### src/rtl/alu_multicycle.sv
// alu_multicycle: handshaked execute-stage ALU. Single-cycle ops register
// their result in one cycle; MUL/MULHU/DIVU/REMU iterate for WIDTH cycles
// (shift-add multiply, restoring divide) while in_ready stalls issue.
module alu_multicycle #(
  parameter int WIDTH = 32,
  parameter int SHW   = $clog2(WIDTH)
) (
  input  logic             clk,
  input  logic             rst,
  input  logic             in_valid,
  output logic             in_ready,
  input  logic [WIDTH-1:0] a,
  input  logic [WIDTH-1:0] b,
  input  logic [3:0]       alu_ctrl,
  output logic             out_valid,
  input  logic             out_ready,
  output logic [WIDTH-1:0] result,
  output logic             zero,
  output logic             busy
);

  localparam logic [1:0] S_IDLE = 2'd0;
  localparam logic [1:0] S_CALC = 2'd1;
  localparam logic [1:0] S_DONE = 2'd2;
  localparam int CNTW = SHW + 1;

  logic [1:0]         state;
  logic [2*WIDTH-1:0] acc, acc_nx;   // {hi, lo}: product or {remainder, quotient}
  logic [WIDTH-1:0]   opb;           // multiplicand / divisor
  logic [WIDTH-1:0]   single_res;
  logic [CNTW-1:0]    cnt;
  logic               is_div, hi_sel;
  logic               hs, iter_op, last;
  logic [WIDTH:0]     sum, trial;
  logic [WIDTH-1:0]   diff;
  logic               ge;

  // DONE accepts a new request only when the current result is being consumed
  assign in_ready  = (state == S_IDLE) || ((state == S_DONE) && out_ready);
  assign hs        = in_valid && in_ready;
  assign iter_op   = (alu_ctrl >= 4'b1010) && (alu_ctrl <= 4'b1101);
  assign out_valid = (state == S_DONE);
  assign busy      = (state == S_CALC);
  assign zero      = (result == '0);
  assign last      = (cnt == CNTW'(WIDTH - 1));

  // single-cycle datapath, evaluated on the live inputs at handshake
  always_comb begin
    single_res = '0;
    case (alu_ctrl)
      4'b0000: single_res = a + b;
      4'b0001: single_res = a - b;
      4'b0010: single_res = a & b;
      4'b0011: single_res = a | b;
      4'b0100: single_res = a ^ b;
      4'b0101: single_res = a << b[SHW-1:0];
      4'b0110: single_res = a >> b[SHW-1:0];
      4'b0111: single_res = $signed(a) >>> b[SHW-1:0];
      4'b1000: single_res = {{(WIDTH-1){1'b0}}, ($signed(a) < $signed(b))};
      4'b1001: single_res = {{(WIDTH-1){1'b0}}, (a < b)};
      default: single_res = '0;
    endcase
  end

  // one multiply or divide step; both start from acc = {0, a}, opb = b.
  // Divide by zero falls out naturally: every trial succeeds, so the
  // quotient is all ones and the remainder ends up equal to a.
  always_comb begin
    sum   = {1'b0, acc[2*WIDTH-1:WIDTH]} + (acc[0] ? {1'b0, opb} : '0);
    trial = {acc[2*WIDTH-1:WIDTH], acc[WIDTH-1]};
    ge    = (trial >= {1'b0, opb});
    diff  = trial[WIDTH-1:0] - opb;   // fits: remainder stays below divisor
    if (is_div) begin
      if (ge) acc_nx = {diff, acc[WIDTH-2:0], 1'b1};
      else    acc_nx = {trial[WIDTH-1:0], acc[WIDTH-2:0], 1'b0};
    end else begin
      acc_nx = {sum, acc[WIDTH-1:1]};
    end
  end

  // control FSM, operand capture, iteration and result register
  always_ff @(posedge clk or posedge rst) begin
    if (rst) begin
      state  <= S_IDLE;
      acc    <= '0;
      opb    <= '0;
      cnt    <= '0;
      is_div <= 1'b0;
      hi_sel <= 1'b0;
      result <= '0;
    end else if (state == S_CALC) begin
      acc <= acc_nx;
      cnt <= cnt + 1'b1;
      if (last) begin
        result <= hi_sel ? acc_nx[2*WIDTH-1:WIDTH] : acc_nx[WIDTH-1:0];
        state  <= S_DONE;
      end
    end else if (hs) begin
      if (iter_op) begin
        acc    <= {{WIDTH{1'b0}}, a};
        opb    <= b;
        cnt    <= '0;
        is_div <= alu_ctrl[2];
        hi_sel <= alu_ctrl[0];
        state  <= S_CALC;
      end else begin
        result <= single_res;
        state  <= S_DONE;
      end
    end else if ((state == S_DONE) && out_ready) begin
      state <= S_IDLE;
    end else if ((state != S_IDLE) && (state != S_DONE)) begin
      state <= S_IDLE;
    end
  end

endmodule

### config.mk
export PLATFORM = sky130hd
export DESIGN_NAME = alu_multicycle
export DESIGN_NICKNAME = d
export VERILOG_FILES = /design/src/rtl/alu_multicycle.sv
export SDC_FILE = /design/constraint.sdc
export NUM_CORES = 1
export LEC_CHECK = 0
export ABC_AREA = 1
export BUFFER_PORTS_ARGS = -buffer_cell sky130_fd_sc_hd__buf_2
export CORE_UTILIZATION = 30
export DETAILED_ROUTE_END_ITERATION = 7
export GPL_ROUTABILITY_DRIVEN = 0
export GPL_TIMING_DRIVEN = 0
export SLEW_MARGIN = 20
export SYNTH_ARGS = -nofsm -noshare
export SYNTH_HDL_FRONTEND = slang
export SYNTH_SLANG_ARGS = --single-unit
### constraint.sdc
create_clock -name clk -period 8.6 [get_ports clk]
set_clock_uncertainty 0.05 [all_clocks]
set_input_delay 1.29 -clock clk [delete_from_list [all_inputs] [get_ports clk]]
set_output_delay 1.29 -clock clk [all_outputs]
set_load 0.05 [all_outputs]
==> parameters.txt <==
Parameter                              Value

Yosys
  Synth area leaders    sky130_fd_sc_hd__nand2_1 (23%), sky130_fd_sc_hd__dfrtp_1 (16%), sky130_fd_sc_hd__nand3_1 (12%), sky130_fd_sc_hd__inv_1 (9.9%), sky130_fd_sc_hd__ha_1 (9.3%)
  Cell type contributing the most total cell area after synthesis    sky130_fd_sc_hd__nand2_1
  Most used standard cell by instance count after synthesis    sky130_fd_sc_hd__nand2_1
  Syn Area/Cell    5.51 um^2
  Post-synth EDFFs    0
  Gate count of the mapped netlist    4007
  Async set or reset register ratio after synthesis    100%
  Flip-flop and latch count after synthesis    138
  Leading register cell type out of synthesis    sky130_fd_sc_hd__dfrtp_1
  Number of different library cells in the post-synthesis netlist    51
  Post-synthesis instance area    0.0221 mm^2
  Area share of the largest cell type after synthesis    22.6%
  Yosys warning count    0
  Post-Syn Nets    4248
  Cell types with the highest counts after synthesis    sky130_fd_sc_hd__nand2_1 (1331), sky130_fd_sc_hd__inv_1 (584), sky130_fd_sc_hd__nand3_1 (520), sky130_fd_sc_hd__nor2_1 (299), sky130_fd_sc_hd__a21oi_1 (193)
  Share of synthesized area occupied by flip-flops and latches    15.6%

Worst setup path
  Crit path kind    primary input to register
  Critical path data arrival time    5.47 ns
  Kind of capture point of the worst setup path    register
  Crit path launch type    primary input
  Data required time at the worst endpoint    8.90 ns
  Largest driver fanout on the critical path    11
  Reg-to-reg setup timing slack    4.12 ns

CTS
  TritonCTS sink count    138
  Clock H-tree levels    4
  Clock tree from TritonCTS    done
  Number of buffers added by the clock tree synthesis step    17
  Clock latency on the worst-skew pair    0.47 ns
  Largest buffer count on any clock path    2
  Clock-pin transition on the worst setup and hold timing paths    0.07 ns
  Buffer count from post-CTS setup fixing    0
  Cell at the root of the clock tree    sky130_fd_sc_hd__clkbuf_16
  Gates resized, CTS repair    0
  # hold bufs at CTS    0

Finish
  Syn-to-layout area delta    10.8%
  Total non-filler cell area in the finished layout    0.0245 mm^2
  Number of nets in the layout    4375
  Fin util    33.6%
  Layout cells sized above 1    7.19%

STA
  Portion of the clock cycle consumed by the worst path in the final layout    60.2%
  Post-route setup slack    3.42 ns
  Relative slew margins    11.6%
  Setup repair after global routing missed its margin    false
  Minimum clock period after layout    5.18 ns
  Setup TNS    0 ns
  Final Slew Violations    0
  # setup viols final    0
  Hold violation count in the final report    0
  Worst Max-Slew Pin Slew    1.32 ns
  Maximum achievable frequency    193 MHz

Die
  Height of the die    273 um
  Total I/O pin count    108
  Die area    0.0747 mm^2
  Initial Util    30.3%
  Site Rows    99
  Die width    273 um
  Floorplan core area    0.0730 mm^2

Global routing
  Maximum number of pins on one net before global-route repair    89
  First-pass GRT wire length    168 mm
  Gr usage total    30.3%
  Number of antenna violations at the first check in global routing    4
  Number of global-route vias before repair    26500
  Total global routing overflow    0

Job
  Max-Cap Viols    0

Drt
  Initial drt markers    4324
  Routed length per instance    22.5 um
  Overall routed net length    115 mm
  Antenna Violating Nets Remaining    0
  Drt first pass iters    8
  Remaining design rule violation count    0
  Detailed-route via count    28600
  Vias per Instance    5.60

Power
  Sw frac    60.4%
  Power after layout    7850 uW
  Worst-case vdd ir drop    228 uV
  Clock network fraction of design power    10.0%
  Internal power component    3100 uW
  Combinational group share of total power    73.4%
  Cell area power density    320 mW/mm^2
  Proportion of power drawn by flip-flops and latches    16.6%
  P_leak    0.0135 uW
  Net switching power of the design    4740 uW

Placed design
  HPWL Detailed    93.5 mm
  Post-placement worst setup slack    3.35 ns
  Placement Cell Area    0.0239 mm^2
  Number of buffers added on ports    107

Worst hold path
  Worst min-delay path category    register to register

Outcome
  Outcome    finished, final reports clean
## cell type report
class                   instances  area, um^2
fillers                      8259       48500
multi-input cells            3099       15600
flip-flops and latches        138        3450
inverters                     610        2300
well taps                     959        1200
plain buffers                 160         732
repair buffers                108         563
clock buffers                  19         453
clock inverters                13         155
diodes                          2        5.00
## worst paths after layout
kind / start / cells after the start / endpoint
max: b[3] / 21 / result[26]
min: cnt[5] / 1 / cnt[5]
min reg2reg: cnt[5] / 1 / cnt[5]
max in group asynchronous: rst / 3 / acc[32]
min in group asynchronous: rst / 2 / acc[58]
max reg2reg: acc[0] / 23 / result[17]
## layout by cell type (no fill, tap or decap), types with 18 or more instances in the layout
| cell type | n |
|---|---|
| sky130_fd_sc_hd__clkbuf_1 | 70 |
| sky130_fd_sc_hd__nand4_1 | 77 |
| sky130_fd_sc_hd__ha_1 | 165 |
| sky130_fd_sc_hd__dfrtp_1 | 138 |
| sky130_fd_sc_hd__nand2_1 | 1331 |
| sky130_fd_sc_hd__and2_1 | 18 |
| sky130_fd_sc_hd__xnor2_1 | 20 |
| sky130_fd_sc_hd__a21oi_1 | 193 |
| sky130_fd_sc_hd__o21ai_1 | 18 |
| sky130_fd_sc_hd__o211ai_1 | 25 |
| sky130_fd_sc_hd__inv_2 | 21 |
| sky130_fd_sc_hd__o21ai_0 | 185 |
| sky130_fd_sc_hd__nor3_1 | 23 |
| sky130_fd_sc_hd__buf_1 | 21 |
| sky130_fd_sc_hd__buf_2 | 165 |
| sky130_fd_sc_hd__inv_1 | 583 |
| sky130_fd_sc_hd__nor2_1 | 299 |
| sky130_fd_sc_hd__nor2_2 | 21 |
| sky130_fd_sc_hd__a221oi_1 | 27 |
| sky130_fd_sc_hd__o22ai_1 | 38 |
| sky130_fd_sc_hd__nand2_2 | 20 |
| sky130_fd_sc_hd__nand3_1 | 520 |
## kinds of logic after synthesis
group           after synthesis  share of synthesized area [%]
flops                       138                           15.6
xor+xnor                     22                          0.872
simple gates               2351                           45.4
mux                          17                          0.770
compound gates              540                           13.9
buf+inv                     770                           13.7
fa+ha+maj                   169                           9.71
## registers in the layout, summed over array words and instances (netlist names)
signal / flops
acc: 64
opb: 32
result: 32
cnt: 6
state: 2
hi_sel: 1
is_div: 1
## metal layers
metal / wire, um / global-route usage, % / up-vias
met5: 13 / 0 / -
met4: 8670 / 18.9 / 2
met3: 15700 / 8.45 / 469
met2: 47600 / 46.3 / 2025
met1: 42900 / 37.5 / 12900
li1: - / - / 13200
## through the flow
step           std cells  hold WS, ns
2_1_floorplan       4007        0.391
3_3_place_gp        5073        0.415
3_5_place_dp        5074        0.427
4_1_cts             5106        0.436
5_1_grt             5106        0.468
6_report            5108        0.437
## critical path, cell delays in order
cell and delay (ns):
sky130_fd_sc_hd__buf_2 0.19, sky130_fd_sc_hd__inv_2 0.18, sky130_fd_sc_hd__clkbuf_1 0.53, sky130_fd_sc_hd__buf_1 0.70, sky130_fd_sc_hd__ha_1 0.21, sky130_fd_sc_hd__buf_2 0.18, sky130_fd_sc_hd__nand3_1 0.10, sky130_fd_sc_hd__nand3_1 0.25
sky130_fd_sc_hd__nand2_1 0.09, sky130_fd_sc_hd__nand2_1 0.20, sky130_fd_sc_hd__inv_1 0.10, sky130_fd_sc_hd__o21ai_0 0.56, sky130_fd_sc_hd__nand2_1 0.16, sky130_fd_sc_hd__nand2_1 0.10, sky130_fd_sc_hd__nand2_1 0.05, sky130_fd_sc_hd__nand3_1 0.12
sky130_fd_sc_hd__nand3_1 0.13, sky130_fd_sc_hd__nand2_1 0.14, sky130_fd_sc_hd__nand2_1 0.07, sky130_fd_sc_hd__nand2_1 0.05, sky130_fd_sc_hd__nand2_1 0.05
## power by group through the flow
stage               Clock, uW  Sequential [uW]  Combinational (uW)
global placement            0             1290                5540
CTS                       782             1280                5590
floorplan                   0             1360                3700
detailed placement          0             1290                5560
finish                    782             1300                5760
global route              805             1320                6270
Note: power is estimated with default switching activity, not from simulation.
